File: src/rtl/mux32_to_1.sv
// mux32_to_1: 32-to-1 single-bit multiplexer with a combinational result and a
// one-cycle registered result qualified by out_valid.
// Optional feature macro: MUX32_TO_1_ONEHOT_EN adds a registered one-hot decode
// of the select (sel_oh) captured alongside Y.
module mux32_to_1 #(
    parameter logic RESET_Y = 1'b0
) (
    input  logic        clk,
    input  logic        rst,
    input  logic [4:0]  S,
    input  logic [31:0] I,
    input  logic        in_valid,
    output logic        Y_comb,
    output logic        Y,
    output logic        out_valid
`ifdef MUX32_TO_1_ONEHOT_EN
    ,
    output logic [31:0] sel_oh
`endif
);

    localparam int unsigned DATA_W = 32;
    localparam int unsigned SEL_W  = 5;

    logic              w_sel_bit;
    logic              r_y;
    logic              r_valid;

    // Bit select of the data word; every 5-bit select is in range.
    always_comb begin
        w_sel_bit = I[S];
    end

    assign Y_comb = w_sel_bit;

    // Capture the selected bit on valid cycles; Y holds otherwise, valid pulses.
    always_ff @(posedge clk or posedge rst) begin
        if (rst) begin
            r_y     <= RESET_Y;
            r_valid <= 1'b0;
        end else begin
            if (in_valid) begin
                r_y <= w_sel_bit;
            end
            r_valid <= in_valid;
        end
    end

    assign Y         = r_y;
    assign out_valid = r_valid;

`ifdef MUX32_TO_1_ONEHOT_EN
    logic [DATA_W-1:0] w_sel_oh;
    logic [DATA_W-1:0] r_sel_oh;

    // One-hot decode of the select index.
    always_comb begin
        w_sel_oh = '0;
        for (int unsigned k = 0; k < DATA_W; k++) begin
            if (S == SEL_W'(k)) begin
                w_sel_oh[k] = 1'b1;
            end
        end
    end

    // Register the decode under the same capture rule as Y.
    always_ff @(posedge clk or posedge rst) begin
        if (rst) begin
            r_sel_oh <= '0;
        end else if (in_valid) begin
            r_sel_oh <= w_sel_oh;
        end
    end

    assign sel_oh = r_sel_oh;
`endif

endmodule

File: config.mk
export PLATFORM = sky130hd
export DESIGN_NAME = mux32_to_1
export DESIGN_NICKNAME = d
export VERILOG_FILES = /design/src/rtl/mux32_to_1.sv
export SDC_FILE = /design/constraint.sdc
export NUM_CORES = 1
export LEC_CHECK = 0
export CAP_MARGIN = 20
export CORE_AREA = 2 2 42 44
export DETAILED_ROUTE_END_ITERATION = 10
export DIE_AREA = 0 0 44 46
export PLACE_DENSITY_LB_ADDON = 0.2
export SLEW_MARGIN = 20
export SYNTH_ARGS = -nofsm -noshare
export SYNTH_HDL_FRONTEND = slang
export SYNTH_SLANG_ARGS = --single-unit
File: constraint.sdc
create_clock -name clk -period 2.45 [get_ports clk]
set_clock_uncertainty 0.2 [all_clocks]
set_input_delay 0.6125 -clock clk [delete_from_list [all_inputs] [get_ports clk]]
set_output_delay 0.6125 -clock clk [all_outputs]
set_load 0.01 [all_outputs]
==> key figures, run 1 <==
Run status
  – Failing checks: negative setup slack
  – Status: complete, but fails checks

Clock network
  – Root Buffer: clkbuf_4
  – Clock-pin slew on the worst setup and hold paths: 0.03 ns
  – Clock Path Buffers: 2
  – CTS sink count: 2
  – H-tree depth: 1
  – CTS buffer count: 3
  – Insertion delay to the later sink of the worst-skew pair: 0.22 ns
  – CTS tree: built

Route
  – Max layer used: met3
  – Met2 WL: 786 µm
  – Met3 wire len: 120 µm
  – DR pass1 iterations: 2
  – DR vias/cell: 4.65
  – Detailed-route DRC error count: 0
  – Initial detailed-routing violation count: 1
  – DR vias: 572
  – Antenna-violating nets left: 0
  – Final WL: 1.47 mm
  – M1 WL: 563 µm
  – Routed length per instance: 12.0 µm

Floorplanning
  – Area of the core: 0.00161 mm²
  – DIE HEIGHT: 46 µm
  – Die area: 0.00202 mm²
  – Initial Util: 25.4%
  – Die span in x: 44 µm
  – Num ports: 43
  – Row count: 15

Synthesis
  – Area fraction of the dominant cell type after synthesis: 39.0%
  – #FFs+latches synth: 2
  – Largest area contributor in the netlist: mux2i_1
  – Post-synthesis sequential area ratio: 12.2%
  – Post-Syn Area: 410 µm²
  – Synth area leaders: mux2i_1, dfrtp_1, a2111oi_4
  – Netlist cell types: 17
  – Post-Syn Nets: 86
  – Synth Area per Inst: 8.92 µm²
  – Mapped Cells: 46
  – Ys Warns: 0

Global route
  – First-pass GRT wire length: 2.47 mm
  – Largest net degree at the start of global routing: 7
  – Aggregate global-route resource usage: 16.5%
  – Initial antenna violation count: 0
  – Overflow after GRT: 0
  – Vias in the first global route: 573

Worst setup path
  – CP Class: in2out
  – CP bufs+invs: 2
  – Crit path required time: 1.64 ns
  – CP arrival: 1.67 ns
  – Crit Path Max Fanout: 2
  – Worst setup SP type: input pin
  – Critical path endpoint category: output pin
  – Worst path top cell family by delay: compound AO/OA/AOI/OAI gates
  – Crit-path cells: dlygate4sd2_1 -> mux2i_1 -> a22o_1 -> a2111oi_4 -> a22oi_2 -> nand3_2 -> buf_6
  – Max stage delay cell, worst path: dlygate4sd2_1
  – CP max stage delay: 0.23 ns

Layout
  – Layout Cells excl Fill: 123
  – Most common cell after layout, fill and taps aside: clkdlybuf4s50_1
  – Fin nets: 148
  – Layout cells sized above 1: 34.9%
  – Most frequent cells in the layout: clkdlybuf4s50_1, dlygate4sd2_1, mux2i_1, buf_4, nand2_1
  – Area Growth Syn to Fin: 147%
  – Fill cells: 153
  – Post-route cell area: 0.00101 mm²
  – Antenna Cells: 0

Timing
  – RSZ-0062 raised after global routing: yes
  – Pins Over Slew Limit: 0
  – Fmax: 403 MHz
  – Min Tclk post-route: 2.48 ns
  – Setup TNS: -0.0314 ns
  – Final Hold Viols: 0
  – Least-Margin Pin Slew: 0.258 ns
  – Setup-failing EPs final: 1
  – Final worst slack: -0.0314 ns
  – Worst slew margin relative to its limit: 82.8%
  – Crit share post-route: 101%

Place
  – DP Cell Count: 113
  – Placed cell area: 913 µm²
  – GPL Wtd Cong: 0.721
  – PortBufs: 42
  – DP HPWL: 1.11 mm

Power
  – Leakage power: 0.473 nW
  – Max VDD drop: 268 µV
  – Pwr/cell area: 269 mW/mm²

Flow run
  – Max-Cap Viols: 0

Worst hold path
  – HP Class: in2async
where the power goes:
group          switching [mW]  internal [mW]  total, mW
Sequential            0.00172         0.0366     0.0383
Combinational          0.0556          0.106      0.161
Clock                  0.0183         0.0540     0.0722
kinds of logic (layout without fill, tap and decap cells):
logic type,count (synthesis),count (layout),share of synthesized area (%)
AND/OR/NAND/NOR,14,14,16.8
flip-flops,2,2,12.2
multiplexers,16,16,39.0
buffers and inverters,3,63,5.49
AO/OA/AOI/OAI,11,11,26.5
path summary, 6_finish.rpt:
path,start,endpoint,cells after the start,slack (ns)
max,I[4],Y_comb,7,-0.03
min reg2reg,Y$_DFFE_PP0P_,Y$_DFFE_PP0P_,2,0.38
min in group clk,Y$_DFFE_PP0P_,Y$_DFFE_PP0P_,2,0.38
max reg2reg,Y$_DFFE_PP0P_,Y$_DFFE_PP0P_,2,1.56
min,rst,Y$_DFFE_PP0P_,2,0.35
max in group asynchronous,rst,out_valid$_DFF_PP0_,2,1.59
cell type report:
type,count,area (µm²),area share [%]
clock buffer,3,22.5,2.22
inverter,1,3.75,0.371
multi-input combinational,41,374,37.0
sequential,2,50.0,4.94
tap,17,21.3,2.10
timing repair buffer,59,541,53.4
synth_stat cells, drive strengths merged:
master   count
buf          2
a2111oi      1
nand2        4
a22o         2
dfrtp        2
a22oi        3
nand2b       2
nand3        3
mux2i       16
nor2b        2
nor2         2
a21oi        4
inv          1
a41oi        1
and2         1
registers in the layout, summed over array words and instances, names as in the netlist:
name,flops
Y,1
out_valid,1
through the flow:
step | setup WS (ns) | hold WS (ns) | power [mW] | util (%)
floorplan | 0.0211 | 0.154 | 0.0937 | -
global placement | -0.957 | 0.350 | 0.188 | 56.6
detailed placement | -1.00 | 0.363 | 0.189 | 56.6
CTS | -0.0342 | 0.337 | 0.275 | 61.9
global route | -0.113 | 0.388 | 0.290 | 62.7
finish | -0.0314 | 0.349 | 0.272 | 62.7
layer usage:
| metal | vias to the layer above | track usage, % |
|---|---|---|
| met5 | - | 0 |
| met2 | 21 | 27.9 |
| met3 | 0 | 3.57 |
| met4 | 0 | 7.27 |
| li1 | 294 | - |
| met1 | 257 | 20.0 |
repair_timing:
action,CTS,global route
pin swaps,11,1
endpoints found under the setup margin,1,1
resized for setup,49,5
hold buffers,0,0
setup buffers,7,0
Power figures use the tool's default switching activity.
==> run 2: changes to the inputs <==
--- a/config.mk
+++ b/config.mk
@@ -9,7 +9,8 @@
 export CORE_AREA = 2 2 42 44
 export DETAILED_ROUTE_END_ITERATION = 10
 export DIE_AREA = 0 0 44 46
-export PLACE_DENSITY_LB_ADDON = 0.2
+export GPL_TIMING_DRIVEN = 1
+export PLACE_DENSITY = 0.75
 export SLEW_MARGIN = 20
 export SYNTH_ARGS = -nofsm -noshare
 export SYNTH_HDL_FRONTEND = slang
==> run 2 against run 1 <==
Compared with the run above:
- the run still ends with negative setup slack left
- sequential cell count unchanged
- maximum frequency decreased by 1.4%
- final cell count decreased by 2.4%
- critical path type unchanged
- critical endpoint unchanged
- largest power group unchanged
==> key figures, run 2 (synthesized netlist as in run 1, its figures left out) <==
Run status
  – Status: complete, but fails checks
  – Failing checks: negative setup slack

Route
  – Routed length per instance: 12.0 µm (+0.69%)
  – DR vias/cell: 4.74 (+2.0%)
  – Initial detailed-routing violation count: 3 (+2)
  – DR pass1 iterations: 4 (+2)
  – DR vias: 569 (-0.52%)
  – Detailed-route DRC error count: 0 (unchanged)
  – Final WL: 1.44 mm (-1.8%)
  – Antenna-violating nets left: 0 (unchanged)

Layout
  – Antenna Cells: 0 (unchanged)
  – Most frequent cells in the layout: clkdlybuf4s50_1, mux2i_1, dlygate4sd2_1
  – Fin nets: 145 (-2.0%)
  – Layout cells sized above 1: 31.1% (-3.8 points)
  – Layout Cells excl Fill: 120 (-2.4%)
  – Area Growth Syn to Fin: 139%
  – Post-route cell area: 982 µm² (-3.0%)
  – Most common cell after layout, fill and taps aside: clkdlybuf4s50_1

Clock network
  – CTS sink count: 2 (unchanged)
  – Clock-pin slew on the worst setup and hold paths: 0.03 ns (about the same)
  – CTS buffer count: 3 (unchanged)
  – Root Buffer: clkbuf_4
  – Hold Buf Count CTS: 0 (unchanged)
  – Clock Path Buffers: 2 (unchanged)
  – H-tree depth: 1 (unchanged)
  – Insertion delay to the later sink of the worst-skew pair: 0.22 ns (about the same)
  – CTS tree: built

Worst setup path
  – CP bufs+invs: 2 (unchanged)
  – Crit path required time: 1.64 ns (about the same)
  – Crit-path cells: clkdlybuf4s50_1 -> mux2i_1 -> a21oi_1 -> a22oi_2 -> nand3_2 -> buf_6
  – Worst setup SP type: input pin
  – Max stage delay cell, worst path: clkdlybuf4s50_1
  – Critical path endpoint category: output pin
  – CP arrival: 1.70 ns (+0.03 ns)
  – Worst path top cell family by delay: buffers and inverters
  – CP Class: in2out
  – Crit Path Max Fanout: 2 (unchanged)
  – CP max stage delay: 0.40 ns (+0.17 ns)

Floorplanning
  – Die area: 0.00202 mm² (unchanged)
  – Row count: 15 (unchanged)
  – Die span in x: 44 µm (unchanged)
  – Initial Util: 25.4% (unchanged)
  – DIE HEIGHT: 46 µm (unchanged)
  – Num ports: 43 (unchanged)
  – Area of the core: 0.00161 mm² (unchanged)

Timing
  – Least-Margin Pin Slew: 0.257 ns (-0.00158 ns)
  – Crit share post-route: 103% (+1.4 points)
  – Fmax: 397 MHz (-1.4%)
  – RSZ-0062 raised after global routing: yes
  – Setup-failing EPs final: 1 (unchanged)
  – Pins Over Slew Limit: 0 (unchanged)
  – Setup TNS: -0.0661 ns (-0.0347 ns)
  – Min Tclk post-route: 2.52 ns (+0.0347 ns)
  – Final worst slack: -0.0661 ns (-0.0347 ns)
  – Final Hold Viols: 0 (unchanged)
  – Worst slew margin relative to its limit: 82.9% (+0.11 points)

Power
  – Pwr/cell area: 273 mW/mm² (+1.5%)
  – Max VDD drop: 206 µV (-23%)
  – Leakage power: 0.454 nW (-4.0%)
  – Overall Power: 0.268 mW (-1.5%)

Place
  – PortBufs: 42 (unchanged)
  – Dpl ws: -0.960 ns (+0.0400 ns)
  – DP Cell Count: 114 (+0.88%)
  – Placed cell area: 921 µm² (+0.82%)
  – GPL Wtd Cong: 0.678 (-6.0%)
  – DP HPWL: 1.19 mm (+6.9%)

Global route
  – Largest net degree at the start of global routing: 7 (unchanged)
  – Vias in the first global route: 572 (-0.17%)
  – First-pass GRT wire length: 2.26 mm (-8.7%)
  – Overflow after GRT: 0 (unchanged)
  – Initial antenna violation count: 0 (unchanged)
  – Aggregate global-route resource usage: 15.4% (-1.1 points)

Flow run
  – Max-Cap Viols: 0 (unchanged)

Worst hold path
  – HP Class: in2async
[run 2: worst register-to-register path, stage by stage (launching register included)]
cell and delay (ns):
dfrtp_1 0.37, nor2_1 0.13, a41oi_2 0.05
[run 2: path summary, 6_finish.rpt]
kind	start	end	slack (ns)	cells after the start
max	I[18]	Y_comb	-0.07	6
min	rst	out_valid$_DFF_PP0_	0.34	2
max reg2reg	Y$_DFFE_PP0P_	Y$_DFFE_PP0P_	1.57	2
min reg2reg	Y$_DFFE_PP0P_	Y$_DFFE_PP0P_	0.38	2
max in group asynchronous	rst	Y$_DFFE_PP0P_	1.60	2
min in group clk	Y$_DFFE_PP0P_	Y$_DFFE_PP0P_	0.38	2
[run 2: routing by layer]
| metal | share of wire, % | GRT usage (%) | wire [µm] | up-vias |
|---|---|---|---|---|
| met5 | 0 | 0 | 0 | - |
| met4 | 0 | 7.27 | 0 | 0 |
| met3 | 9.9 | 4.37 | 143 | 0 |
| met2 | 52 | 28.5 | 746 | 30 |
| met1 | 38 | 16.0 | 553 | 249 |
| li1 | - | - | - | 290 |
[run 2: power by group]
part / total [mW] / internal (mW) / switching (mW)
clock: 0.0715 / 0.0540 / 0.0176
combinational: 0.158 / 0.104 / 0.0540
sequential: 0.0383 / 0.0366 / 0.00165
total: 0.268 / 0.195 / 0.0732
[run 2: repair_timing]
action,4_1_cts,5_1_grt
setup buffers,2,1
endpoints found under the setup margin,1,1
pin swaps,9,3
gates resized for setup,44,1
gates cloned,0,0
[run 2: final cells by class]
type                       count  area, µm²
clock buffer                   3       22.5
tap                           17       21.3
timing repair buffer          56        515
fill                         144        632
inverter                       1       3.75
multi-input combinational     41        369
sequential                     2       50.0
[run 2: through the flow]
stage | hold WS, ns | util [%]
global route | 0.377 | 60.9
floorplan | 0.154 | -
CTS | 0.339 | 60.2
finish | 0.342 | 60.9
detailed placement | 0.378 | 57.1
global placement | 0.359 | 57.1
==> edit 1 (flow settings as in run 1) <==
Register the output `out_valid` once more, without a reset; this adds one clock of latency there. The other outputs are not delayed to match. Comments in the files are not updated.
--- a/src/rtl/mux32_to_1.sv
+++ b/src/rtl/mux32_to_1.sv
@@ -48,5 +48,7 @@
 
     assign Y         = r_y;
-    assign out_valid = r_valid;
+    always_ff @(posedge clk) begin
+        out_valid <= r_valid;
+    end
 
 `ifdef MUX32_TO_1_ONEHOT_EN
Formal check against the unedited RTL: not equivalent (Yosys sat finds a counterexample within 4 cycles, from zero or initial values and one cycle with rst high).
==> edit 1 against run 1 <==
The flow still finishes with violations (setup timing). Area after synthesis is 4.9% higher. Worst setup slack worse by 0.045 ns. Via count is 6.8% higher. Die area stayed put. Sequential cell count up 1. Total power up 19%. Routed wire length up 6.1%. Design area up 6.9%.
==> edit 1: results (changes against run 1) <==
** Placed design
- Placer Congestion :: 0.732 (+1.5%)
- IO Port Bufs :: 42 (unchanged)
- Detail Placement HPWL :: 1.22 mm (+9.8%)
- Placement-stage cell area :: 948 sq um (+3.8%)
- The post-placement worst setup slack was -1.04 ns (-0.0438 ns).

** GRT
- The largest net degree at the start of global routing came to 7 (unchanged).
- Vias in the first global route :: 576 (+0.52%)
- The first-pass GRT wire length is 2.42 mm (-2.2%).
- All-Layer GR Usage :: 0.167 (+0.00151)

** STA
- Final Setup Violations :: 1 (unchanged)
- Slew at the pin with the worst max-slew slack :: 0.280 ns (+0.0217 ns)
- The setup total negative slack was -0.0767 ns (-0.0453 ns).
- Worst Slack Setup Final :: -0.0767 ns (-0.0453 ns)

** Power
- Worst-case vdd ir drop :: 0.207 mV (-23%)
- The net load switching power came to 87.6 uW (+16%).
- The static power due to leakage was 0.000516 uW (+9.1%).

** Finish
- The final-layout fill cell count is 135 (-12%).
- The fraction of final layout cells sized beyond drive strength 1 is 0.373 (+0.0237).
- Fin nets :: 151 (+2.0%)

** Synthesis
- Adder-Cell Fraction of Synth Area :: 0 (unchanged)
- The share of synthesized area occupied by flip-flops and latches was 0.163 (+0.0408).
- Distinct cell type count after synthesis :: 18 (+1)
- The share of synthesized area spent on multiplexers is 0.372 (-0.0182).
- Top cell type by total area after synthesis :: sky130_fd_sc_hd__mux2i_1
- The total nets after synthesis is 87 (+1.2%).
- Commonest cells in the netlist :: sky130_fd_sc_hd__mux2i_1, sky130_fd_sc_hd__a21oi_1, sky130_fd_sc_hd__nand2_1
- Share of flip-flops with an asynchronous set or reset :: 0.667 (-0.333)
- Main synth FF type :: sky130_fd_sc_hd__dfrtp_1
- The xor/xnor cell area share of the yosys netlist was 0 (unchanged).
- The share of the synthesized area in compound gates (AO/OA/AOI/OAI) was 0.253 (-0.0123).
- By area the synthesized netlist is led by sky130_fd_sc_hd__mux2i_1, sky130_fd_sc_hd__dfrtp_1, sky130_fd_sc_hd__a2111oi_4.

** Job
- Reported max-cap violation count :: 0 (unchanged)

** Detailed routing
- Final WL :: 1.56 mm (+6.1%)
- The count of routing violations after the opening detailed-route iteration is 9 (+8).
- The number of vias per cell after detailed routing was 4.81 (+3.5%).
- Drt pass-1 iters :: 2 (unchanged)

** Clock network
- The clock latency reported for the late side of the worst-skew pair came to 0.24 ns (+0.02 ns).
- Root buffer selected by CTS :: sky130_fd_sc_hd__clkbuf_4

** Run status
- Outcome :: complete, but fails checks
- The final reports fail on setup timing.

** Min path
- Worst hold-check path type :: reg -> reg

** Worst setup path
- Largest fanout on the critical path :: 3 (+1)
- Worst path arrival time :: 1.71 ns (+0.04 ns)
edit 1: cell types whose count changed in the layout (fill, tap and decap cells not counted), sizes merged:
cell	before	now
dlygate4sd2	15	11
clkbuf	3	6
clkdlybuf4s50	20	22
dfxtp	0	1
dlymetal6s2s	0	2
clkdlybuf4s15	3	1
buf	21	23
edit 1: routing by layer:
layer,routed length [um],GRT usage
met1,663,0.204
met2,712,0.268
met5,0,0
met3,184,0.0754
met4,0,0.0364
edit 1: what timing repair did:
item	in CTS	in global routing
resized for setup	43	15
setup endpoints to repair	1	2
pin swaps	9	8
buffers inserted	8	0
edit 1: worst paths after layout:
path | end | start | slack, ns | depth (start not counted)
setup / recovery | Y_comb | S[0] | -0.08 | 7
hold / removal | out_valid$_DFF_P_ | r_valid$_DFF_PP0_ | 0.14 | 0
setup reg to reg | Y$_DFFE_PP0P_ | Y$_DFFE_PP0P_ | 1.59 | 2
hold reg to reg | out_valid$_DFF_P_ | r_valid$_DFF_PP0_ | 0.14 | 0
max in group asynchronous | r_valid$_DFF_PP0_ | rst | 1.61 | 2
min in group asynchronous | Y$_DFFE_PP0P_ | rst | 0.33 | 2
edit 1: cell families after synthesis:
family / Yosys count
flops: 3
buf+inv: 3
compound gates: 11
simple gates: 14
mux: 16
edit 1: cell type report:
cell class                      count  area, sq um  area share
Timing Repair Buffer               61          583       0.539
Multi-Input combinational cell     41          378       0.349
Sequential cell                     3         70.1      0.0647
Inverter                            1         3.75     0.00347
Tap cell                           17         21.3      0.0197
Clock buffer                        4         26.3      0.0243
edit 1: worst max-delay path: stages:
cell	delay (ns)
sky130_fd_sc_hd__buf_2	0.11
sky130_fd_sc_hd__and2_4	0.16
sky130_fd_sc_hd__a22o_4	0.24
sky130_fd_sc_hd__a2111oi_4	0.29
sky130_fd_sc_hd__a22oi_2	0.11
sky130_fd_sc_hd__nand3_2	0.08
sky130_fd_sc_hd__buf_6	0.10
edit 1: stage by stage:
step	utilization	std cells
6_report	0.671	127
3_3_place_gp	0.588	116
5_1_grt	0.671	127
2_1_floorplan	-	47
3_5_place_dp	0.588	116
4_1_cts	0.654	128
edit 1: power by group through the flow:
stage	Clock, uW	Combinational (uW)	Sequential (uW)
4_1_cts	93.2	172	55.2
3_3_place_gp	0	151	55.8
5_1_grt	98.2	193	55.4
2_1_floorplan	0	53.6	57.7
6_report	87.7	180	55.1
3_5_place_dp	0	153	56.2
==> edit 2 (config.mk and constraints of run 1) <==
Without the edit above. Change the parameter `RESET_Y` from 1'b0 to 1'b1.
--- a/src/rtl/mux32_to_1.sv
+++ b/src/rtl/mux32_to_1.sv
@@ -4,5 +4,5 @@
 // of the select (sel_oh) captured alongside Y.
 module mux32_to_1 #(
-    parameter logic RESET_Y = 1'b0
+    parameter logic RESET_Y = 1'b1
 ) (
     input  logic        clk,
Formal check against the unedited RTL: not equivalent (Yosys sat finds a counterexample within 4 cycles, from zero or initial values and one cycle with rst high).
==> edit 2 against run 1 <==
The run still ends with setup timing left. Via count increased by 0.35%. First-iteration DRC count increased to 5.0 times the old value. Area after synthesis increased by 0.30%. Critical path depth unchanged. Design area increased by 0.62%. Sequential cell count unchanged. Non-clock buffer count decreased by 1. Total power increased by 4.5%. Routed wire length decreased by 3.2%. Die area unchanged. Worst setup slack got worse by 0.022 ns. Count of clock-buffer cells in the layout increased by 1.
==> edit 2: results (changes against run 1) <==
** GRT
- Number of antenna violations at the first check in global routing :: 0 (unchanged)
- Met1 track utilization from global routing :: 0.167 (-0.0325)
- All-Layer GR Usage :: 0.144 (-0.0212)
- GR Layer Usage met2 :: 0.262 (-0.0176)
- Pin count of the biggest net entering global routing :: 9 (+2)
- The via count of the first global-routing pass is 524 (-8.6%).
- Global-route wire length before repair :: 2.17 mm (-12%)

** Finish
- Fin nets :: 147 (-0.68%)
- Fraction of final layout cells with drive strength greater than 1 :: 0.358 (+0.00943)

** Power
- Total power draw :: 284 uW (+4.5%)
- The proportion of power drawn by the clock network was 0.285 (+0.019).
- Worst-case vdd ir drop :: 0.263 mV (-1.8%)
- The static power due to leakage came to 0.000484 uW (+2.3%).
- Switch share :: 0.270 (-0.00806)

** Worst setup path
- The most critical setup path has its startpoint at S[2].
- For this design, the slowest cell found on the critical path is sky130_fd_sc_hd__a2111oi_4.
- Launch instance of the worst register-to-register path :: Y$_DFFE_PP1P_
- The data arrival at the endpoint of the critical path is 1.69 ns (+0.02 ns).
- The maximum single-stage delay on the critical path came to 0.28 ns (+0.05 ns).
- The highest net fanout along the worst path is 3 (+1).

** Run status
- Failing checks :: setup timing
- Outcome :: complete, but fails checks

** Synthesis
- Main synth FF type :: sky130_fd_sc_hd__dfstp_2
- The share of synthesized registers carrying an async set or reset came to 1.00 (unchanged).
- Sequential fraction of the synthesis area :: 0.125 (+0.00267)
- Commonest cells in the netlist :: sky130_fd_sc_hd__mux2i_1, sky130_fd_sc_hd__a21oi_1, sky130_fd_sc_hd__nand2_1
- Distinct cell type count after synthesis :: 18 (+1)
- Sorting the synthesized cells by area gives the leading types as sky130_fd_sc_hd__mux2i_1, sky130_fd_sc_hd__a2111oi_4, sky130_fd_sc_hd__dfstp_2.

** Detailed routing
- Drt pass-1 iters :: 4 (+2)
- Via count :: 574 (+0.35%)
- Starting DRC count in detailed routing :: 5 (+4)
- The average detailed-routed wire length per instance is 11.6 um (-3.2%).

** STA
- The worst slew slack as a fraction of its limit was 0.830 (+0.00177).
- The slack of the critical path was -0.0530 ns (-0.0215 ns).
- The total setup violations reported at the end of the flow is 1 (unchanged).
- Sum of negative setup slack :: -0.0530 ns (-0.0215 ns)

** Placed design
- The post-place instance area is 935 sq um (+2.3%).
- The post-placement worst setup slack is -0.941 ns (+0.0593 ns).
- The detailed placement HPWL was 1.16 mm (+4.3%).
- The final weighted congestion of routability-driven global placement was 0.741 (+2.8%).
- The cell count after placement came to 114 (+0.88%).

** Clock network
- TritonCTS Buffers :: 3 (unchanged)
edit 2: cell types whose count changed after synthesis, sizes merged:
| cell | before | now |
|---|---|---|
| dfrtp | 2 | 1 |
| dfstp | 0 | 1 |
edit 2: what timing repair did:
action                                  CTS  global route
cloned                                    0             0
pin swaps                                11             6
buffers inserted                          4             1
endpoints found under the setup margin    1             1
hold endpoints to repair                  0             0
resized for setup                        45             9
edit 2: layer usage:
| metal | up-vias | routed length [um] |
|---|---|---|
| met5 | - | 0 |
| met2 | 26 | 718 |
| li1 | 294 | - |
| met1 | 254 | 535 |
| met3 | 0 | 169 |
| met4 | 0 | 0 |
edit 2: worst paths after layout:
path,slack [ns],depth (start not counted),endpoint
max in group asynchronous,1.50,2,Y$_DFFE_PP1P_
max reg2reg,1.46,2,Y$_DFFE_PP1P_
min,0.34,2,out_valid$_DFF_PP0_
min reg2reg,0.34,2,Y$_DFFE_PP1P_
max,-0.05,7,Y_comb
min in group clk,0.34,2,Y$_DFFE_PP1P_
edit 2: kinds of logic after synthesis:
| family | count (synthesis) | synth area share |
|---|---|---|
| multiplexers | 16 | 0.389 |
| AO/OA/AOI/OAI | 11 | 0.264 |
| buffers and inverters | 3 | 0.0547 |
| AND/OR/NAND/NOR | 14 | 0.167 |
| flip-flops | 2 | 0.125 |
edit 2: layout make-up:
cell class / count / area [sq um]
Fill cell: 145 / 596
Timing Repair Buffer: 58 / 538
Multi-Input combinational cell: 41 / 378
Sequential cell: 2 / 51.3
Clock buffer: 4 / 26.3
Tap cell: 17 / 21.3
Inverter: 1 / 3.75
